## config.mk

```make
export PLATFORM = sky130hd
export DESIGN_NAME = axi_read_intf_flat
export DESIGN_NICKNAME = d
export VERILOG_FILES = /design/src/rtl/axi_read_intf_if.sv /design/src/rtl/axi_read_intf.sv /design/src/flat_wrapper.sv
export SDC_FILE = /design/constraint.sdc
export NUM_CORES = 1
export LEC_CHECK = 0
export BUFFER_PORTS_ARGS = -buffer_cell sky130_fd_sc_hd__buf_2
export CAP_MARGIN = 0
export CORE_ASPECT_RATIO = 0.75
export CORE_MARGIN = 4
export CORE_UTILIZATION = 45
export DETAILED_ROUTE_END_ITERATION = 12
export MAX_ROUTING_LAYER = met4
export PLACE_DENSITY = 0.86
export SLEW_MARGIN = 5
export SYNTH_ARGS = -nofsm -noshare
export SYNTH_HDL_FRONTEND = slang
export SYNTH_SLANG_ARGS = --single-unit
```

## constraint.sdc

```tcl
create_clock -name clk -period 3.1 [get_ports clk]
set_clock_uncertainty 0.1 [all_clocks]
set_input_delay 0.62 -clock clk [delete_from_list [all_inputs] [get_ports clk]]
set_output_delay 0.62 -clock clk [all_outputs]
set_load 0.005 [all_outputs]
```

## src/rtl/axi_read_intf_if.sv

```systemverilog
// AXI read address / read data channel bundle shared by the read slave and
// its master. Signal names follow the AXI channel naming used by the ports.
interface axi_read_intf_if #(
  parameter int ARID_WIDTH   = 8,
  parameter int ARADDR_WIDTH = 11,
  parameter int RDATA_WIDTH  = 32
);
  logic [ARID_WIDTH-1:0]   ARID;
  logic [ARADDR_WIDTH-1:0] ARADDR;
  logic [7:0]              ARLEN;
  logic [2:0]              ARSIZE;
  logic [2:0]              ARBURST;
  logic [3:0]              ARREGION;
  logic                    ARVALID;
  logic                    ARREADY;
  logic [ARID_WIDTH-1:0]   RID;
  logic [RDATA_WIDTH-1:0]  RDATA;
  logic [1:0]              RRESP;
  logic                    RLAST;
  logic                    RVALID;
  logic                    RREADY;

  modport slave (
    input  ARID, ARADDR, ARLEN, ARSIZE, ARBURST, ARREGION, ARVALID, RREADY,
    output ARREADY, RID, RDATA, RRESP, RLAST, RVALID
  );

  modport master (
    output ARID, ARADDR, ARLEN, ARSIZE, ARBURST, ARREGION, ARVALID, RREADY,
    input  ARREADY, RID, RDATA, RRESP, RLAST, RVALID
  );
endinterface

```

## src/rtl/axi_read_intf.sv

```systemverilog
// AXI read-channel slave. Accepts one AR burst at a time, issues one
// single-cycle internal read request per beat and returns each result on the
// R channel. Illegal size/burst encodings are answered with SLVERR beats
// without touching the internal bus.
module axi_read_intf #(
  parameter int ARID_WIDTH   = 8,
  parameter int ARADDR_WIDTH = 11,
  parameter int RDATA_WIDTH  = 32
) (
  input  logic                    clk,
  input  logic                    rst,
  axi_read_intf_if.slave          axi,
  output logic                    axi_rd_req,
  output logic [ARADDR_WIDTH-1:0] axi_rd_addr,
  output logic [1:0]              axi_rd_region,
  input  logic [RDATA_WIDTH-1:0]  axi_rd_data,
  input  logic                    axi_rd_data_vld,
  input  logic                    axi_rd_err
);

  typedef enum logic [1:0] {
    S_IDLE,
    S_REQ,
    S_WAIT,
    S_RESP
  } state_t;

  localparam logic [1:0] RESP_OKAY   = 2'b00;
  localparam logic [1:0] RESP_SLVERR = 2'b10;

  state_t state_q, state_d;

  logic [ARID_WIDTH-1:0]   id_q;
  logic [ARADDR_WIDTH-1:0] addr_q;
  logic [7:0]              cnt_q;
  logic [1:0]              size_q;
  logic                    fixed_q;
  logic                    err_q;
  logic [1:0]              region_q;
  logic                    rvalid_q;
  logic                    rlast_q;
  logic [1:0]              rresp_q;
  logic [RDATA_WIDTH-1:0]  rdata_q;

  logic                    ar_hs;
  logic                    r_hs;
  logic                    ar_err;
  logic                    last_beat;
  logic [ARADDR_WIDTH-1:0] step;

  assign ar_hs     = axi.ARVALID && axi.ARREADY;
  assign r_hs      = rvalid_q && axi.RREADY;
  assign ar_err    = (axi.ARSIZE > 3'd2) || (axi.ARBURST >= 3'd3);
  assign last_beat = (cnt_q == 8'd0);
  assign step      = ARADDR_WIDTH'(1) << size_q;

  assign axi.RID       = id_q;
  assign axi.RDATA     = rdata_q;
  assign axi.RRESP     = rresp_q;
  assign axi.RLAST     = rlast_q;
  assign axi.RVALID    = rvalid_q;
  assign axi_rd_addr   = addr_q;
  assign axi_rd_region = region_q;

  // State register
  always_ff @(posedge clk) begin
    if (rst) state_q <= S_IDLE;
    else     state_q <= state_d;
  end

  // Next-state decode plus the state-decoded strobes (ARREADY, rd_req)
  always_comb begin
    state_d     = state_q;
    axi.ARREADY = 1'b0;
    axi_rd_req  = 1'b0;
    case (state_q)
      S_IDLE: begin
        axi.ARREADY = 1'b1;
        if (ar_hs) state_d = ar_err ? S_RESP : S_REQ;
      end
      S_REQ: begin
        axi_rd_req = 1'b1;
        state_d    = S_WAIT;
      end
      S_WAIT: begin
        if (axi_rd_data_vld) state_d = S_RESP;
      end
      S_RESP: begin
        if (r_hs) begin
          if (last_beat)  state_d = S_IDLE;
          else if (err_q) state_d = S_RESP;
          else            state_d = S_REQ;
        end
      end
      default: state_d = S_IDLE;
    endcase
  end

  // Burst context capture, beat address/count stepping and R channel registers
  always_ff @(posedge clk) begin
    if (rst) begin
      id_q     <= '0;
      addr_q   <= '0;
      cnt_q    <= '0;
      size_q   <= '0;
      fixed_q  <= 1'b0;
      err_q    <= 1'b0;
      region_q <= '0;
      rvalid_q <= 1'b0;
      rlast_q  <= 1'b0;
      rresp_q  <= RESP_OKAY;
      rdata_q  <= '0;
    end else begin
      case (state_q)
        S_IDLE: begin
          if (ar_hs) begin
            id_q     <= axi.ARID;
            addr_q   <= axi.ARADDR;
            cnt_q    <= axi.ARLEN;
            size_q   <= axi.ARSIZE[1:0];
            fixed_q  <= (axi.ARBURST == 3'd0);
            err_q    <= ar_err;
            region_q <= axi.ARREGION[1:0];
            if (ar_err) begin
              rvalid_q <= 1'b1;
              rresp_q  <= RESP_SLVERR;
              rdata_q  <= '0;
              rlast_q  <= (axi.ARLEN == 8'd0);
            end
          end
        end
        S_WAIT: begin
          if (axi_rd_data_vld) begin
            rdata_q  <= axi_rd_data;
            rresp_q  <= axi_rd_err ? RESP_SLVERR : RESP_OKAY;
            rvalid_q <= 1'b1;
            rlast_q  <= last_beat;
          end
        end
        S_RESP: begin
          if (r_hs) begin
            if (last_beat) begin
              rvalid_q <= 1'b0;
              rlast_q  <= 1'b0;
            end else begin
              cnt_q <= cnt_q - 8'd1;
              if (!fixed_q) addr_q <= addr_q + step;
              // Error bursts have no internal round trip, so the next
              // SLVERR beat is presented back to back.
              if (err_q) begin
                rvalid_q <= 1'b1;
                rlast_q  <= (cnt_q == 8'd1);
              end else begin
                rvalid_q <= 1'b0;
              end
            end
          end
        end
        default: ;
      endcase
    end
  end

endmodule

```

## src/flat_wrapper.sv

```systemverilog
// flat-port wrapper written by rule: the top's interface ports become plain ports
module axi_read_intf_flat 
#(
  parameter int ARID_WIDTH   = 8,
  parameter int ARADDR_WIDTH = 11,
  parameter int RDATA_WIDTH  = 32
)
  (clk, rst, axi_rd_req, axi_rd_addr, axi_rd_region, axi_rd_data, axi_rd_data_vld, axi_rd_err, axi_ARID, axi_ARADDR, axi_ARLEN, axi_ARSIZE, axi_ARBURST, axi_ARREGION, axi_ARVALID, axi_RREADY, axi_ARREADY, axi_RID, axi_RDATA, axi_RRESP, axi_RLAST, axi_RVALID);
  axi_read_intf_if #(.ARID_WIDTH(ARID_WIDTH), .ARADDR_WIDTH(ARADDR_WIDTH), .RDATA_WIDTH(RDATA_WIDTH)) axi_i ();
  input  logic clk;
  input  logic rst;
  output logic axi_rd_req;
  output logic [ARADDR_WIDTH-1:0] axi_rd_addr;
  output logic [1:0] axi_rd_region;
  input  logic [RDATA_WIDTH-1:0] axi_rd_data;
  input  logic axi_rd_data_vld;
  input  logic axi_rd_err;
  input wire logic [$bits(axi_i.ARID)-1:0] axi_ARID;
  input wire logic [$bits(axi_i.ARADDR)-1:0] axi_ARADDR;
  input wire logic [$bits(axi_i.ARLEN)-1:0] axi_ARLEN;
  input wire logic [$bits(axi_i.ARSIZE)-1:0] axi_ARSIZE;
  input wire logic [$bits(axi_i.ARBURST)-1:0] axi_ARBURST;
  input wire logic [$bits(axi_i.ARREGION)-1:0] axi_ARREGION;
  input wire logic [$bits(axi_i.ARVALID)-1:0] axi_ARVALID;
  input wire logic [$bits(axi_i.RREADY)-1:0] axi_RREADY;
  output wire logic [$bits(axi_i.ARREADY)-1:0] axi_ARREADY;
  output wire logic [$bits(axi_i.RID)-1:0] axi_RID;
  output wire logic [$bits(axi_i.RDATA)-1:0] axi_RDATA;
  output wire logic [$bits(axi_i.RRESP)-1:0] axi_RRESP;
  output wire logic [$bits(axi_i.RLAST)-1:0] axi_RLAST;
  output wire logic [$bits(axi_i.RVALID)-1:0] axi_RVALID;
  assign axi_i.ARID = axi_ARID;
  assign axi_i.ARADDR = axi_ARADDR;
  assign axi_i.ARLEN = axi_ARLEN;
  assign axi_i.ARSIZE = axi_ARSIZE;
  assign axi_i.ARBURST = axi_ARBURST;
  assign axi_i.ARREGION = axi_ARREGION;
  assign axi_i.ARVALID = axi_ARVALID;
  assign axi_i.RREADY = axi_RREADY;
  assign axi_ARREADY = axi_i.ARREADY;
  assign axi_RID = axi_i.RID;
  assign axi_RDATA = axi_i.RDATA;
  assign axi_RRESP = axi_i.RRESP;
  assign axi_RLAST = axi_i.RLAST;
  assign axi_RVALID = axi_i.RVALID;
  axi_read_intf #(.ARID_WIDTH(ARID_WIDTH), .ARADDR_WIDTH(ARADDR_WIDTH), .RDATA_WIDTH(RDATA_WIDTH)) u_core (.clk(clk), .rst(rst), .axi(axi_i), .axi_rd_req(axi_rd_req), .axi_rd_addr(axi_rd_addr), .axi_rd_region(axi_rd_region), .axi_rd_data(axi_rd_data), .axi_rd_data_vld(axi_rd_data_vld), .axi_rd_err(axi_rd_err));
endmodule
```

==> flow_summary.ini, run 1 <==
[synthesis]
synth_top_area_share_pct = 45.2
syn_area_per_cell_um2 = 8.66
seq_area_frac_synth_pct = 45.2
syn_inst = 358
syn_nets = 441
synth_top_family_by_area = compound AO/OA/AOI/OAI gates
ys_warn_count = 0
async_reset_ff_share_pct = 0
synthAdderAreaFrac_pct = 3.47
synth_area_leaders = dfxtp_1 45%, a22o_1 9.6%, nand2_1 6.8%
post_synth_xor_area_fraction_pct = 0.282
yosys.area_share.simple_pct = 17.4
ys_ff_latch = 70
synth_cell_types = 52
synth_edf_count = 0
synth_mux_area_share_pct = 0.323
synth_ff_type = dfxtp_1
synth_top_area_cell = dfxtp_1
synth_compound_area_share_pct = 28.9
netlist_area_um2 = 3100

[worst_setup_path]
crit_path_start = u_core.size_q[1]
critPathMaxFanout = 5
r2r_setup_slack_ns = 0.60
timing.rr.end = u_core.axi_rd_addr[8]
ff2ff_path_depth = 9
required_ns = 3.26
cp.arrival_ns = 2.66
crit_end = u_core.axi_rd_addr[8]
crit_type = reg2reg
start_kind = register
r2r_start = u_core.size_q[1]
cp-end-kind = register

[die]
fp.dieW_um = 104
placeableCoreArea_um2 = 6510
die_area_um2 = 8300
rows = 25
io_pins = 134
start_util_pct = 47.7
die_h_um = 79.9

[drt]
via_per_inst = 5.51
ant_nets = 0
drt_iter0_markers = 214
dr_total_vias = 3155
wl_um = 8750
routedWlPerCell_um = 15.3
dr.pass1.iters = 5
drt_drc_violations_left = 0

[clock_tree]
clkSinkCount = 70
clock_tree.buffer_depth = 2
clk_latency_ns = 0.34
ctsResizeCount = 0
htreeDepth = 3
cts-buffers-inserted = 9
clk_pin_slew_ns = 0.08
cts_tree = done
root_buffer = clkbuf_8
cts_setup_buffers = 0
ctsHoldBuffers = 0

[power_and_ir_drop]
powerDensity_nw_per_um2 = 563
switching_share_pct = 27.4
p_int_mw = 1.67
pwr-share-clk_pct = 39.3
pwr-share-seq_pct = 43.8
pwr-share-comb_pct = 16.9
p_switching_mw = 0.628
peakVddDrop_uv = 324
cellLeakagePower_nw = 1.89

[sta]
min_period_over_period_pct = 80.7
relSlewSlack_pct = 59.0
hold_viol = 0
fin_crit_ns = 2.50
rsz0062_at_grt = no
finalSetupViolCount = 0
setup_tns_ns = 0
worst_slew_pin_slew_ns = 0.614
fmax_mhz = 399
drv_slew = 0

[final_layout]
final_common_cell = buf_2
drive_above_1_share_pct = 32.9
antennaDiodeCount = 0
fin_cells = 573
area_growth_pct = 31.5
final_cell_mix = 130 x buf_2, 70 x dfxtp_1, 56 x nand2_1
finalNetCount = 570

[placement]
dp_cells = 557
place_congestion = 0.864
io_buffers = 130
dp_hpwl_um = 6410

[grt]
gr-total-overflow = 0
grt_pass1_wl_um = 14300
antenna_found_initial = 0
grtUsageTotal_pct = 21.5
grt_use_met1_pct = 26.3
first_global_vias = 3054
use_met3_pct = 5.66
grt_max_degree = 33
busiest_layer = met2
use_met2_pct = 34.1

[job]
maxCapViolCount = 0

[worst_hold_path]
holdCritPathClass = reg2reg

[outcome]
outcome = finished, final reports clean
cell type report:
| type | count | area [µm²] |
|---|---|---|
| well taps | 81 | 101 |
| repair buffers | 139 | 718 |
| inverters | 11 | 41.3 |
| multi-input cells | 256 | 1570 |
| flip-flops and latches | 70 | 1400 |
| fillers | 560 | 2430 |
| clock buffers | 9 | 124 |
| clock inverters | 7 | 121 |
power by group through the flow:
stage                     Sequential, mW  Combinational [mW]  Clock (mW)
final                               1.00               0.389       0.902
after global routing                1.01               0.437       0.957
after CTS                           1.00               0.390       0.917
after detailed placement            1.02               0.386           0
after global placement              1.02               0.373           0
after floorplan                     1.02               0.230           0
sequential cells by signal, indices dropped and copies added, names as in the netlist:
name,count
u_core.axi.RVALID,1
u_core.axi.RLAST,1
u_core.axi_rd_region,2
u_core.axi_rd_addr,11
u_core.axi.RDATA,32
u_core.axi.RID,8
u_core.cnt_q,8
u_core.axi.RRESP,1
u_core.fixed_q,1
u_core.err_q,1
u_core.size_q,2
u_core.state_q,2
how the worst min path moves through the flow:
stage,startpoint,endpoint,slack (ns),depth (start not counted)
5_1_grt,axi_rd_data[27],u_core.axi.RDATA[27],0.37,2
6_report,u_core.axi.RID[3],u_core.axi.RID[3],0.35,2
3_5_place_dp,u_core.axi.RID[3],u_core.axi.RID[3],0.35,2
4_1_cts,u_core.axi.RID[3],u_core.axi.RID[3],0.36,2
3_3_place_gp,u_core.axi.RID[7],u_core.axi.RID[7],0.34,2
2_1_floorplan,u_core.fixed_q,u_core.fixed_q,0.33,2
kinds of logic after synthesis:
family                     count (synthesis)
AOI/OAI and AO/OA                        129
and+or+nand+nor                          116
DFF                                       70
buffers and inverters                     32
adders and majority gates                  8
other                                      1
xor gates and xnor gates                   1
muxes                                      1
metrics by stage:
stage          area (µm²)  hold slack, ns  total power, mW  util (%)  worst slack (ns)
3_5_place_dp         3830           0.347             1.41      58.9             0.686
2_1_floorplan        3100           0.331             1.25         -             0.942
3_3_place_gp         3830           0.339             1.39      58.9             0.753
6_report             4080           0.354             2.29      62.7             0.597
5_1_grt              4080           0.368             2.41      62.7             0.456
4_1_cts              4080           0.358             2.31      62.7             0.627
worst max-delay path: stages, from the launching register on:
cell and delay, ns:
dfxtp_1 0.34, nor2_1 0.12, ha_1 0.17, inv_1 0.05, fa_1 0.37, nand2b_1 0.20
a211oi_1 0.51, nand4_1 0.19, o31a_1 0.26, o32ai_1 0.11
cell usage after synthesis (3+ instances only):
cell / count
a21oi_1: 41
and2_1: 3
or4_1: 3
nand2b_1: 4
nor4_1: 4
ha_1: 7
a211oi_1: 7
nand4_1: 3
o21ai_0: 15
a22o_1: 34
and3_1: 3
dfxtp_1: 70
nor3_1: 3
a31oi_1: 5
nor2_1: 26
nor2b_1: 3
clkbuf_1: 11
buf_2: 6
inv_1: 11
nand2_1: 56
per-layer routing:
layer  up-vias  wire length (µm)
li1       1557                 -
met1      1459              3810
met2       120              4170
met3        19               588
met4         0               176
met5         -                 0
(Power assumes the default switching activity.)
==> run 2: changes to the inputs <==
--- a/config.mk
+++ b/config.mk
@@ -9,7 +9,7 @@
 export CAP_MARGIN = 0
 export CORE_ASPECT_RATIO = 0.75
 export CORE_MARGIN = 4
-export CORE_UTILIZATION = 45
+export CORE_UTILIZATION = 43
 export DETAILED_ROUTE_END_ITERATION = 12
 export MAX_ROUTING_LAYER = met4
 export PLACE_DENSITY = 0.86
==> constraint.sdc (replaced) <==
create_clock -name clk -period 2.2 [get_ports clk]
set_clock_uncertainty 0.1 [all_clocks]
set_input_delay 0.44 -clock clk [delete_from_list [all_inputs] [get_ports clk]]
set_output_delay 0.44 -clock clk [all_outputs]
set_load 0.005 [all_outputs]
==> flow_summary.ini, run 2 (synthesized netlist as in run 1, its figures left out) <==
[final_layout]
final_common_cell = buf_2
largest_reg_flops = 32
n_fill_cell = 592
area_growth_pct = 34.9
drive_above_1_share_pct = 35.9
final_cell_mix = 130 x buf_2, 69 x dfxtp_1, 56 x nand2_1
fin_cells = 597
stdcell_area_um2 = 4180
fin_util_pct = 60.7
finalNetCount = 578
antennaDiodeCount = 0

[worst_hold_path]
holdCritPathClass = in2reg

[placement]
dp_cells = 580
dp_hpwl_um = 6620
pre_cts_ws_ns = -0.0619
place_congestion = 0.863
io_buffers = 130
dpl-instance-area_um2 = 3920

[worst_setup_path]
crit_buf_inv = 2
critPathTopFamily = compound AO/OA/AOI/OAI gates
crit_type = reg2reg
critPathMaxFanout = 4
path_cells = nor2_2, ha_2, inv_1, fa_2, nand2b_4, a211oi_2, buf_4, nand4_1, o31a_1, o32ai_1
cp.arrival_ns = 2.31
critPathMaxStageDelay_ns = 0.35
cpMaxStageDelayCell = dfxtp_2
start_kind = register
required_ns = 2.34
cp-end-kind = register

[grt]
antenna_found_initial = 0
grtUsageTotal_pct = 21.0
grt_pass1_wl_um = 14200
first_global_vias = 3003
grt_max_degree = 43
gr-total-overflow = 0

[die]
fp.dieW_um = 106
io_pins = 134
die_area_um2 = 8650
start_util_pct = 45.0
rows = 26
placeableCoreArea_um2 = 6900
die_h_um = 81.5

[sta]
finalSetupViolCount = 0
worst_slack_ns = 0.0372
fmax_mhz = 462
drv_slew = 0
hold_viol = 0
setup_tns_ns = 0
rsz0062_at_grt = yes
min_period_over_period_pct = 98.3
fin_crit_ns = 2.16

[clock_tree]
htreeDepth = 3
root_buffer = clkbuf_8
clkSinkCount = 70
clk_latency_ns = 0.34
ctsHoldBuffers = 0
clk_pin_slew_ns = 0.08
cts_tree = done
cts-buffers-inserted = 9
clock_tree.buffer_depth = 2

[drt]
routedWlPerCell_um = 15.1
dr.pass1.iters = 4
wl_um = 9030
drt_drc_violations_left = 0
via_per_inst = 5.30
drt_iter0_markers = 194
dr_total_vias = 3166
ant_nets = 0

[power_and_ir_drop]
p_int_mw = 2.16
peakVddDrop_uv = 356
pwr-share-seq_pct = 47.0
pwr-share-clk_pct = 33.6
p_switching_mw = 0.854
pwr-share-comb_pct = 19.4
switching_share_pct = 28.3
cellLeakagePower_nw = 1.92
powerDensity_nw_per_um2 = 721

[outcome]
outcome = finished, final reports clean

[job]
maxCapViolCount = 0
==> run 2: final cells by class <==
type | count | area [µm²] | share of cell area, %
multi-input combinational | 256 | 1630 | 38.8
sequential | 70 | 1400 | 33.5
timing repair buffer | 147 | 803 | 19.2
clock buffer | 11 | 141 | 3.38
tap | 98 | 123 | 2.93
clock inverter | 4 | 47.5 | 1.14
inverter | 11 | 41.3 | 0.987
==> run 2: path summary, 6_finish.rpt <==
kind                     start               endpoint  slack (ns)  cells past startpoint
max           u_core.size_q[0]  u_core.axi_rd_addr[8]        0.04                     10
min            axi_rd_data[17]   u_core.axi.RDATA[17]        0.21                      2
max reg2reg   u_core.size_q[0]  u_core.axi_rd_addr[8]        0.04                     10
min reg2reg  u_core.axi.RID[7]      u_core.axi.RID[7]        0.36                      2
==> run 2: power groups by stage <==
| stage | sequential (mW) | clock (mW) | combinational (mW) |
|---|---|---|---|
| global placement | 1.44 | 0 | 0.546 |
| detailed placement | 1.44 | 0 | 0.563 |
| floorplan | 1.44 | 0 | 0.324 |
| finish | 1.42 | 1.01 | 0.584 |
| global route | 1.43 | 1.10 | 0.649 |
| CTS | 1.41 | 1.03 | 0.572 |
==> run 2: timing repair <==
action / 4_1_cts / 5_1_grt
setup buffers: 0 / 2
hold endpoints to repair: 0 / 0
pin swaps: 1 / 2
gates resized for setup: 6 / 5
endpoints found under the setup margin: 3 / 5
==> run 2: routing by layer <==
| metal | routed length [µm] | GRT usage (%) | share of wire (%) |
|---|---|---|---|
| met5 | 0 | - | 0 |
| met3 | 653 | 6.36 | 7.2 |
| met1 | 3790 | 25.3 | 42 |
| met2 | 4450 | 34.6 | 49 |
| met4 | 136 | 6.08 | 1.5 |
==> run 2: worst register-to-register path, cell delays in order (launching register included) <==
cell and delay [ns]:
dfxtp_2 0.35, nor2_2 0.11, ha_2 0.17, inv_1 0.05, fa_2 0.33, nand2b_4 0.15, a211oi_2 0.17, buf_4 0.15
nand4_1 0.11, o31a_1 0.26, o32ai_1 0.11
==> run 2: stage by stage <==
step	power (mW)	hold WS (ns)
3_5_place_dp	2.00	0.347
4_1_cts	3.02	0.197
5_1_grt	3.18	0.198
6_report	3.01	0.211
3_3_place_gp	1.98	0.339
2_1_floorplan	1.76	0.331
